`config.mk`:
```
export PLATFORM = sky130hd
export DESIGN_NAME = hdlc_stream_tx
export DESIGN_NICKNAME = d
export VERILOG_FILES = /design/src/rtl/hdlc_pkg.sv /design/src/rtl/hdlc_crc16.sv /design/src/rtl/hdlc_stream_tx.sv
export SDC_FILE = /design/constraint.sdc
export NUM_CORES = 1
export LEC_CHECK = 0
export CORE_ASPECT_RATIO = 1.2
export CORE_UTILIZATION = 41
export DETAILED_ROUTE_END_ITERATION = 10
export GPL_ROUTABILITY_DRIVEN = 1
export PLACE_DENSITY = 0.61
export RECOVER_POWER = 100
export SETUP_SLACK_MARGIN = 0.05
export SYNTH_ARGS = -nofsm -noshare
export SYNTH_HDL_FRONTEND = slang
export SYNTH_SLANG_ARGS = --single-unit
```
`constraint.sdc`:
```
create_clock -name clk -period 2.75 [get_ports clk]
set_clock_uncertainty 0.15 [all_clocks]
set_input_delay 0.275 -clock clk [delete_from_list [all_inputs] [get_ports clk]]
set_output_delay 0.275 -clock clk [all_outputs]
set_load 0.02 [all_outputs]
```
`src/rtl/hdlc_pkg.sv`:
```
// rtl/hdlc_pkg.sv - shared HDLC framing constants and transmit state type
package hdlc_pkg;
  localparam logic [7:0]  HDLC_FLAG    = 8'h7E;
  localparam logic [15:0] CRC16_POLY_R = 16'h8408;
  localparam logic [15:0] CRC16_INIT   = 16'hFFFF;

  typedef enum logic [2:0] {
    ST_IDLE,
    ST_OPEN,
    ST_DATA,
    ST_FCS,
    ST_CLOSE,
    ST_ABORT
  } hdlc_tx_state_t;
endpackage

```
`src/rtl/hdlc_crc16.sv`:
```
// rtl/hdlc_crc16.sv - bit-serial reflected CRC-16/X.25 accumulator
module hdlc_crc16
  import hdlc_pkg::*;
(
  input  logic        clk,
  input  logic        rst,
  input  logic        clear,
  input  logic        enable,
  input  logic        data,
  output logic [15:0] crc
);

  always_ff @(posedge clk or posedge rst) begin
    if (rst) begin
      crc <= CRC16_INIT;
    end else if (clear) begin
      crc <= CRC16_INIT;
    end else if (enable) begin
      crc <= (crc >> 1) ^ ((crc[0] ^ data) ? CRC16_POLY_R : 16'h0000);
    end
  end

endmodule

```
`src/rtl/hdlc_stream_tx.sv`:
```
// rtl/hdlc_stream_tx.sv - HDLC frame transmitter: byte stream in, flag/stuffed payload/FCS out
module hdlc_stream_tx
  import hdlc_pkg::*;
#(
  parameter int CLK_DIV = 4
) (
  input  logic       clk,
  input  logic       rst,
  input  logic       s_tvalid,
  output logic       s_tready,
  input  logic       s_tlast,
  input  logic [7:0] s_tdata,
  output logic       tx_clk,
  output logic       tx_data,
  output logic       busy,
  output logic       frame_done,
  output logic       underrun
);

  localparam int DW = $clog2(CLK_DIV);
  localparam logic [DW-1:0] DIV_LAST = DW'(CLK_DIV - 1);
  localparam logic [DW-1:0] DIV_HALF = DW'(CLK_DIV / 2);

  hdlc_tx_state_t state;
  logic [DW-1:0]  div_cnt;
  logic [4:0]     idx;
  logic [2:0]     stuff_cnt;
  logic [7:0]     sh;
  logic           sh_last;
  logic [7:0]     hold_data;
  logic           hold_last;
  logic           hold_full;
  logic           ready_en;
  logic [15:0]    crc;

  logic       tick;
  logic       idle_entry;
  logic       stuff_now;
  logic       line_bit;
  logic [2:0] stuff_nxt;
  logic       crc_clear;
  logic       crc_en;

  assign tick       = (div_cnt == DIV_LAST);
  assign tx_clk     = (div_cnt >= DIV_HALF);
  assign busy       = (state != ST_IDLE);
  assign s_tready   = ready_en && !hold_full && (state != ST_ABORT);
  assign stuff_now  = (stuff_cnt == 3'd5);
  assign line_bit   = (state == ST_FCS) ? ~crc[idx[3:0]] : sh[idx[2:0]];
  assign stuff_nxt  = line_bit ? stuff_cnt + 3'd1 : 3'd0;
  // CLOSE and ABORT finish one tick after their last bit so the line can go straight into the next OPEN
  assign idle_entry = tick && ((state == ST_IDLE) ||
                               (state == ST_CLOSE && idx == 5'd8) ||
                               (state == ST_ABORT && idx == 5'd7));
  assign crc_clear  = idle_entry && hold_full;
  assign crc_en     = tick && (state == ST_DATA) && !stuff_now;

  hdlc_crc16 u_crc (
    .clk    (clk),
    .rst    (rst),
    .clear  (crc_clear),
    .enable (crc_en),
    .data   (line_bit),
    .crc    (crc)
  );

  always_ff @(posedge clk or posedge rst) begin
    if (rst) begin
      state      <= ST_IDLE;
      div_cnt    <= '0;
      idx        <= '0;
      stuff_cnt  <= '0;
      sh         <= '0;
      sh_last    <= 1'b0;
      hold_data  <= '0;
      hold_last  <= 1'b0;
      hold_full  <= 1'b0;
      ready_en   <= 1'b0;
      tx_data    <= 1'b1;
      frame_done <= 1'b0;
      underrun   <= 1'b0;
    end else begin
      ready_en   <= 1'b1;
      frame_done <= 1'b0;
      underrun   <= 1'b0;
      div_cnt    <= tick ? '0 : div_cnt + DW'(1);

      if (s_tvalid && s_tready) begin
        hold_data <= s_tdata;
        hold_last <= s_tlast;
        hold_full <= 1'b1;
      end

      if (idle_entry) begin
        frame_done <= (state == ST_CLOSE);
        if (hold_full) begin
          state     <= ST_OPEN;
          tx_data   <= HDLC_FLAG[0];
          idx       <= 5'd1;
          stuff_cnt <= '0;
        end else begin
          state   <= ST_IDLE;
          tx_data <= 1'b1;
          idx     <= '0;
        end
      end else if (tick) begin
        unique case (state)
          ST_OPEN: begin
            tx_data <= HDLC_FLAG[idx[2:0]];
            if (idx == 5'd7) begin
              state     <= ST_DATA;
              idx       <= '0;
              sh        <= hold_data;
              sh_last   <= hold_last;
              hold_full <= 1'b0;
            end else begin
              idx <= idx + 5'd1;
            end
          end
          ST_DATA, ST_FCS: begin
            if (stuff_now) begin
              tx_data   <= 1'b0;
              stuff_cnt <= '0;
              if (state == ST_FCS && idx == 5'd16) begin
                state <= ST_CLOSE;
                idx   <= '0;
              end
            end else begin
              tx_data   <= line_bit;
              stuff_cnt <= stuff_nxt;
              if (state == ST_DATA && idx == 5'd7) begin
                idx <= '0;
                if (sh_last) begin
                  state <= ST_FCS;
                end else if (hold_full) begin
                  sh        <= hold_data;
                  sh_last   <= hold_last;
                  hold_full <= 1'b0;
                end else begin
                  state    <= ST_ABORT;
                  underrun <= 1'b1;
                end
              end else if (state == ST_FCS && idx == 5'd15) begin
                // a trailing run of five 1s still owes its stuffed 0 before the closing flag
                if (stuff_nxt == 3'd5) begin
                  idx <= 5'd16;
                end else begin
                  state     <= ST_CLOSE;
                  idx       <= '0;
                  stuff_cnt <= '0;
                end
              end else begin
                idx <= idx + 5'd1;
              end
            end
          end
          ST_CLOSE: begin
            tx_data <= HDLC_FLAG[idx[2:0]];
            idx     <= idx + 5'd1;
          end
          ST_ABORT: begin
            tx_data <= 1'b1;
            idx     <= idx + 5'd1;
          end
          default: state <= ST_IDLE;
        endcase
      end
    end
  end

endmodule

```
# ---- Word level (Yosys, flattened, before mapping)
# Memories as Yosys holds them, arrays and structs flattened.
# Index checks and enable logic that the tools add are counted.
dict set report op_classes {
  add_sub_neg 3
  n_lt_le_gt_ge 3
  eq_ne 25
  n_mux 74
  bitwise_logic 4
  reduce_logical 33
}
# cell count
set op_table {}
lappend op_table {{3-bit two-way mux} 19}
lappend op_table {{16-bit two-way mux} 3}
lappend op_table {{5-bit two-way mux} 8}
lappend op_table {{8-bit two-way mux} 5}
lappend op_table {{1-bit two-way mux} 30}
lappend op_table {{8-bit case mux with 2 select lines} 1}
lappend op_table {{15-bit by 16-bit XOR with 16-bit output} 1}
lappend op_table {{5-bit case mux with 3 select lines} 1}
lappend op_table {{3-bit == test (second input constant)} 4}
lappend op_table {{1-bit logical AND} 12}
lappend op_table {{2-bit != test (second input constant)} 6}
lappend op_table {{5-bit by 4-bit == test with 1-bit output (second input constant)} 2}
lappend op_table {{5-bit != test (second input constant)} 2}
lappend op_table {{3-bit case mux with 3 select lines} 1}
lappend op_table {{8-bit AND reduction} 1}
lappend op_table {{2-bit nonzero test} 4}
lappend op_table {{4-bit nonzero test} 2}
lappend op_table {{7-bit AND reduction} 1}
lappend op_table {{3-bit by 2-bit == test with 1-bit output (second input constant)} 2}
lappend op_table {{3-bit != test (second input constant)} 2}
lappend op_table {{6-bit != test (second input constant)} 1}
lappend op_table {{3-bit AND reduction} 2}
lappend op_table {{6-bit AND reduction} 1}
lappend op_table {{2-bit OR reduction} 3}
lappend op_table {{other kinds (24)} 28}
dict set report totals {
  regBits 52
  rom_bits 8
  elab_cells 157
  mem_count 1
}
# memory depth width rd rd_ports_with_merged_regs write_ports line_no
set mem_list {}
lappend mem_list {{(name not given)} 8 1 1 0 0 hdlc_stream_tx.sv:158} ;# tx_data <= HDLC_FLAG[idx[2:0]];

# ---- Depth between registers and ports, before layout
dict set report depth {
  depth_word 13
  depth_mapped 10
}

# ---- Hierarchy
# From an unflattened synthesis, not the netlist that was laid out.
dict set report unflattened {
  cells_unflattened 271
  area_unflattened_um2 2949.1
}
# module instances cells_per_inst area_per_inst_um2 seq_area_each_um2
set by_module_without_submodules {}
lappend by_module_without_submodules {hdlc_stream_tx 1 214 2204.6 902.1}
lappend by_module_without_submodules {hdlc_crc16 1 57 744.5 420.4}

# ---- Worst setup path before layout
# Ideal clock, no wire load.
dict set report synth_path {
  path_kind {flip-flop to flip-flop}
  startpoint {register idx[0]}
  endpoint {register state[0]}
  setup_time_ns 0.125
  arrival_ns 2.047
  required_time_ns 2.475
  slack_ns 0.428
  stages_incl_launch_ff 11
  cell_sequence {dfrtp_1 -> buf_2 -> inv_1 -> ha_1 -> nor2b_1 -> and4_1 -> o31ai_4 -> or2_2 -> buf_4 -> o21ai_0 -> mux2_2}
}
dict set report synth_between {
  elab_chain_len 8
  word_cells_on_any_way 33
}
# element line_no
set synth_rtl {}
lappend synth_rtl {{from (decl)} hdlc_stream_tx.sv:26} ;# logic [4:0] idx;
lappend synth_rtl {{from (signal assigned)} hdlc_stream_tx.sv:117} ;# idx <= idx + 5'd1;
lappend synth_rtl {{from (signal assigned)} hdlc_stream_tx.sv:153} ;# idx <= idx + 5'd1;
lappend synth_rtl {{from (signal assigned)} hdlc_stream_tx.sv:159} ;# idx <= idx + 5'd1;
lappend synth_rtl {{1-bit binary-select mux with 4-bit select} hdlc_stream_tx.sv:49} ;# assign line_bit = (state == ST_FCS) ? ~crc[idx[3:0]] : sh[idx[2:0]];
lappend synth_rtl {{1-bit two-way mux (implied by the code)} hdlc_stream_tx.sv:49}
lappend synth_rtl {{1-bit inverter} hdlc_stream_tx.sv:49}
lappend synth_rtl {{1-bit two-way mux} hdlc_stream_tx.sv:49}
lappend synth_rtl {{3-bit two-way mux} hdlc_stream_tx.sv:50} ;# assign stuff_nxt = line_bit ? stuff_cnt + 3'd1 : 3'd0;
lappend synth_rtl {{3-bit == test} hdlc_stream_tx.sv:145} ;# if (stuff_nxt == 3'd5) begin
lappend synth_rtl {{5-bit != test (no source line)} n/a}
lappend synth_rtl {{7-bit AND reduction (no source line)} n/a}
lappend synth_rtl {{to (signal assigned)} hdlc_stream_tx.sv:69} ;# state <= ST_IDLE;
lappend synth_rtl {{to (signal assigned)} hdlc_stream_tx.sv:140} ;# state <= ST_ABORT;
lappend synth_rtl {{to (signal assigned)} hdlc_stream_tx.sv:148} ;# state <= ST_CLOSE;
lappend synth_rtl {{to (decl)} hdlc_stream_tx.sv:24} ;# hdlc_tx_state_t state;
# Several ways; a longest one is shown, not always the timed one. The select of a mux whose other input is x is not followed.
# A chain may end at the register's enable or synchronous reset.

# ---- Worst setup path after layout
dict set report layout_path {
  startpoint {register idx[1]}
  endpoint {register state[0]}
}
# The elaborated chain is that of the path after synthesis.

==> out/summary.log <==
qor: status.outcome finished, final reports clean
qor: layout.final_layout_size_suffix_gt1_share 20.70%
qor: worst_hold_path.holdPathStages 1
qor: pwr.clockPowerShare 15.8%
qor: floorplanning.initial_util 42.64%
qor: drt.vias_per_cell 5.569
qor: sta.tightest_slew 0.8969 ns
qor: global_routing.grt_pass1_vias 2241
qor: cts.cts_tree done
qor: setup_path.timing.critical_path.depth 9
qor: setup_path.worst_ep_arrival_time 2.58 ns
qor: yosys.synth_cells 289
qor: setup_path.worstSetupPathType reg2reg
qor: pwr.p_switching 1.099 mW
qor: yosys.synth_async_sr_flop_share 100.0%
qor: cts.postCtsHoldBufs 0
qor: pwr.swShare 37.25%
qor: pwr.p_seq_share 43.5%
qor: placed_design.gp_congestion 0.8985
qor: sta.finalHoldWorstSlack 0.3078 ns
qor: pwr.peakVddDrop 0.4340 mV
qor: drt.route.final.wire_length 6381 um
qor: yosys.mappedNetlistArea 2940 sq um
qor: drt.vias 2233
qor: layout.area.sequential 1323 sq um
qor: setup_path.crit_required 2.80 ns
qor: worst_hold_path.hold_class reg2reg
qor: sta.finalHoldViolations 0
qor: yosys.yosysSeqAreaShare 44.98%
qor: global_routing.grt_max_degree 19
qor: yosys.yosysWarnings 0
qor: layout.multi_input_area 1485 sq um
qor: layout.antenna_cells 0
qor: sta.slew-limit-headroom 40.21%
qor: floorplanning.pin_count 18
qor: pwr.power_frac_comb 40.7%
qor: drt.drcViolationCount 0
qor: pwr.cell_internal_pwr 1.851 mW
qor: yosys.post_synthesis_mean_instance_area 10.17 sq um
qor: yosys.synth_top_cells_by_area sky130_fd_sc_hd__dfrtp_1, sky130_fd_sc_hd__dfstp_2, sky130_fd_sc_hd__mux2_2
qor: pwr.leakagePower 1.445 nW
qor: cts.clkSlewWorstSetupHoldPaths 0.10 ns
qor: cts.cts_buffer_count 5
qor: floorplanning.fp.dieH 94.77 um
qor: global_routing.grt.total_usage 19.43%
qor: cts.htree_levels 2
qor: drt.initialDrtViolationCount 120
qor: yosys.synth-seq-cells 52
qor: yosys.synth-edff-count 0
qor: yosys.dominantRegCellSynth sky130_fd_sc_hd__dfrtp_1
qor: layout.area_delta_synth_final 13.11%
qor: drt.detail_route.first_pass.iterations 6
qor: layout.nFillCells 639
qor: global_routing.global_route_wire_length_before_repair 11180 um
qor: yosys.mappedNetlistNets 308
qor: setup_path.worstPathBufferInverterCount 2
qor: sta.timing.final.crit_share 91.93%
qor: cts.clock-sinks 52
qor: sta.clock.fmax 0.3956 GHz
qor: floorplanning.floorplan.rows 33
qor: layout.design.final.nets 332
qor: placed_design.numPortBuffers 17
qor: sta.timing.setup.tns 0 ns
qor: cts.ctsLongestPathBuffers 2
qor: cts.clk_latency 0.31 ns
qor: cts.cts-root-buf sky130_fd_sc_hd__clkbuf_8
qor: drt.routedWlPerCell 15.91 um
qor: flow_run.max-cap-violations 0
qor: setup_path.end_kind flop
qor: global_routing.globalRouteOverflowTotal 0
qor: sta.final_period_minus_worst_setup_slack 2.528 ns
qor: floorplanning.core_region_area 6895 sq um
qor: yosys.synth_top_cell_area_share 29.79%
qor: setup_path.slowest_stage sky130_fd_sc_hd__dfrtp_1
qor: setup_path.critical-path-max-stage-delay 0.39 ns
qor: setup_path.reg2reg_depth 9
qor: drt.route.antenna.remaining_nets 0
qor: floorplanning.dieWidth 79.31 um
qor: yosys.synth_cell_type_count 59
qor: sta.finalMaxSlewViolations 0
qor: floorplanning.die_area 7515 sq um
qor: setup_path.worst-path-max-fanout 10
qor: pwr.p_per_area 886.9 nW/um^2
qor: setup_path.critPathLaunchType flop
qor: sta.grt_setup_unrepaired false
qor: sta.final-setup-viol-count 0
qor: global_routing.grt_antenna_before_repair 0
qor: setup_path.critical-path-top-delay-family compound AO/OA/AOI/OAI gates
qor: placed_design.dp_hpwl 4765 um
qor: yosys.synth_top_area_cell sky130_fd_sc_hd__dfrtp_1
qor: setup_path.path_cells buf_4 -> inv_1 -> ha_1 -> nor2b_4 -> nand4_1 -> a32oi_1 -> o211ai_1 -> o21ba_1 -> mux2_2
-- layout make-up --
cell class	count	area share, %
multi-input combinational	208	44.66
sequential	52	39.77
timing repair buffer	32	7.825
clock buffer	5	2.069
clock inverter	3	0.8277
tap	87	3.273
inverter	14	1.580
-- registers in the layout, indices dropped and copies added, names as in the netlist --
register / flops
underrun: 1
state: 3
sh_last: 1
sh: 8
ready_en: 1
u_crc.crc: 16
div_cnt: 2
idx: 5
hold_last: 1
hold_full: 1
frame_done: 1
hold_data: 8
tx_data: 1
stuff_cnt: 3
-- synthesized netlist by cell type (2+ instances only) --
library cell	number
sky130_fd_sc_hd__a21boi_0	2
sky130_fd_sc_hd__a21o_1	2
sky130_fd_sc_hd__a21oi_1	6
sky130_fd_sc_hd__a31o_2	2
sky130_fd_sc_hd__a31oi_1	5
sky130_fd_sc_hd__a32o_1	2
sky130_fd_sc_hd__and2_1	4
sky130_fd_sc_hd__and3_1	2
sky130_fd_sc_hd__buf_2	3
sky130_fd_sc_hd__buf_4	2
sky130_fd_sc_hd__buf_6	2
sky130_fd_sc_hd__clkbuf_1	8
sky130_fd_sc_hd__dfrtp_1	35
sky130_fd_sc_hd__dfstp_2	17
sky130_fd_sc_hd__ha_1	7
sky130_fd_sc_hd__inv_1	14
sky130_fd_sc_hd__mux2_2	18
sky130_fd_sc_hd__mux2i_1	4
sky130_fd_sc_hd__mux4_1	2
sky130_fd_sc_hd__mux4_2	2
sky130_fd_sc_hd__nand2_1	52
sky130_fd_sc_hd__nand2b_1	3
sky130_fd_sc_hd__nand3_1	21
sky130_fd_sc_hd__nand4_1	3
sky130_fd_sc_hd__nor2_1	12
sky130_fd_sc_hd__nor2b_1	3
sky130_fd_sc_hd__nor3_1	2
sky130_fd_sc_hd__o211ai_1	6
sky130_fd_sc_hd__o211ai_2	2
sky130_fd_sc_hd__o21a_1	2
sky130_fd_sc_hd__o21ai_0	9
sky130_fd_sc_hd__o22ai_1	3
sky130_fd_sc_hd__o31ai_1	2
sky130_fd_sc_hd__or2_2	3
sky130_fd_sc_hd__xor2_1	2
sky130_fd_sc_hd__xor3_1	2
-- cell usage in the layout, fill, tap and decap left out, types with 2 or more instances in the layout --
master / instances
sky130_fd_sc_hd__a31oi_1: 5
sky130_fd_sc_hd__nor2_1: 12
sky130_fd_sc_hd__or2_2: 3
sky130_fd_sc_hd__o21ai_0: 9
sky130_fd_sc_hd__a31o_2: 2
sky130_fd_sc_hd__nand2_1: 52
sky130_fd_sc_hd__mux4_2: 2
sky130_fd_sc_hd__nand4_1: 3
sky130_fd_sc_hd__xor2_1: 2
sky130_fd_sc_hd__o31ai_1: 2
sky130_fd_sc_hd__nor2b_1: 2
sky130_fd_sc_hd__ha_1: 7
sky130_fd_sc_hd__nor3_1: 2
sky130_fd_sc_hd__nand3_1: 21
sky130_fd_sc_hd__o22ai_1: 3
sky130_fd_sc_hd__and2_1: 3
sky130_fd_sc_hd__mux4_1: 2
sky130_fd_sc_hd__a22oi_1: 2
sky130_fd_sc_hd__inv_1: 14
sky130_fd_sc_hd__mux2_2: 18
sky130_fd_sc_hd__clkbuf_1: 6
sky130_fd_sc_hd__clkbuf_8: 5
sky130_fd_sc_hd__a21o_1: 2
sky130_fd_sc_hd__a32o_1: 2
sky130_fd_sc_hd__o211ai_1: 6
sky130_fd_sc_hd__buf_4: 9
sky130_fd_sc_hd__dfstp_2: 17
sky130_fd_sc_hd__clkdlybuf4s50_1: 10
sky130_fd_sc_hd__nand2b_1: 3
sky130_fd_sc_hd__dfrtp_1: 35
sky130_fd_sc_hd__xor3_1: 2
sky130_fd_sc_hd__dlygate4sd3_1: 7
sky130_fd_sc_hd__and3_1: 2
sky130_fd_sc_hd__o21a_1: 2
sky130_fd_sc_hd__mux2i_1: 4
sky130_fd_sc_hd__a21boi_0: 2
sky130_fd_sc_hd__a21oi_1: 6
sky130_fd_sc_hd__o211ai_2: 2
-- routing by layer --
layer	track usage [%]	vias to the layer above	share of wire [%]
met5	0	-	0
met2	31.97	49	50
met1	24.48	1091	44
li1	-	1078	-
met3	3.575	15	3.4
met4	9.545	0	2.9
-- power groups by stage --
stage          clock, mW  combinational (mW)  sequential (mW)
6_report           0.466                1.20             1.28
5_1_grt            0.519                1.33             1.33
4_1_cts            0.482                1.21             1.28
3_5_place_dp           0                1.20             1.30
3_3_place_gp           0                1.18             1.30
2_1_floorplan          0               0.948             1.22
-- timing repair --
item                       4_1_cts  5_1_grt
buffers inserted                 0        0
gates resized for setup          0        2
setup endpoints to repair        0        2
-- metrics by stage --
stage | power [mW] | utilization, % | cells | worst slack (ns) | instance area, sq um
global placement | 2.473 | 47.12 | 393 | 0.2127 | 3249
CTS | 2.979 | 48.52 | 401 | 0.1419 | 3346
detailed placement | 2.503 | 47.12 | 393 | 0.2096 | 3249
finish | 2.950 | 48.23 | 401 | 0.2219 | 3326
global route | 3.181 | 48.23 | 401 | 0.06700 | 3326
floorplan | 2.170 | - | 289 | 0.4282 | 2940
-- logic make-up (layout without fill, tap and decap cells) --
| family | Yosys count | after routing | synth area share (%) |
|---|---|---|---|
| buf+inv | 29 | 54 | 4.595 |
| simple gates | 113 | 113 | 18.30 |
| other cells | 1 | 1 | 0.1275 |
| mux | 26 | 26 | 11.57 |
| fa+ha+maj | 8 | 8 | 3.319 |
| compound gates | 56 | 56 | 14.89 |
| xor+xnor | 4 | 4 | 2.213 |
| flops | 52 | 52 | 44.98 |
-- final timing paths --
kind / end / slack [ns] / start
setup / recovery: state[0] / 0.22 / idx[1]
hold / removal: div_cnt[0] / 0.31 / div_cnt[0]
setup reg to reg: state[0] / 0.22 / idx[1]
hold reg to reg: div_cnt[0] / 0.31 / div_cnt[0]
max in group asynchronous: frame_done / 0.83 / rst
min in group asynchronous: hold_data[5] / 0.36 / rst
Note: power is estimated with default switching activity, not from simulation.
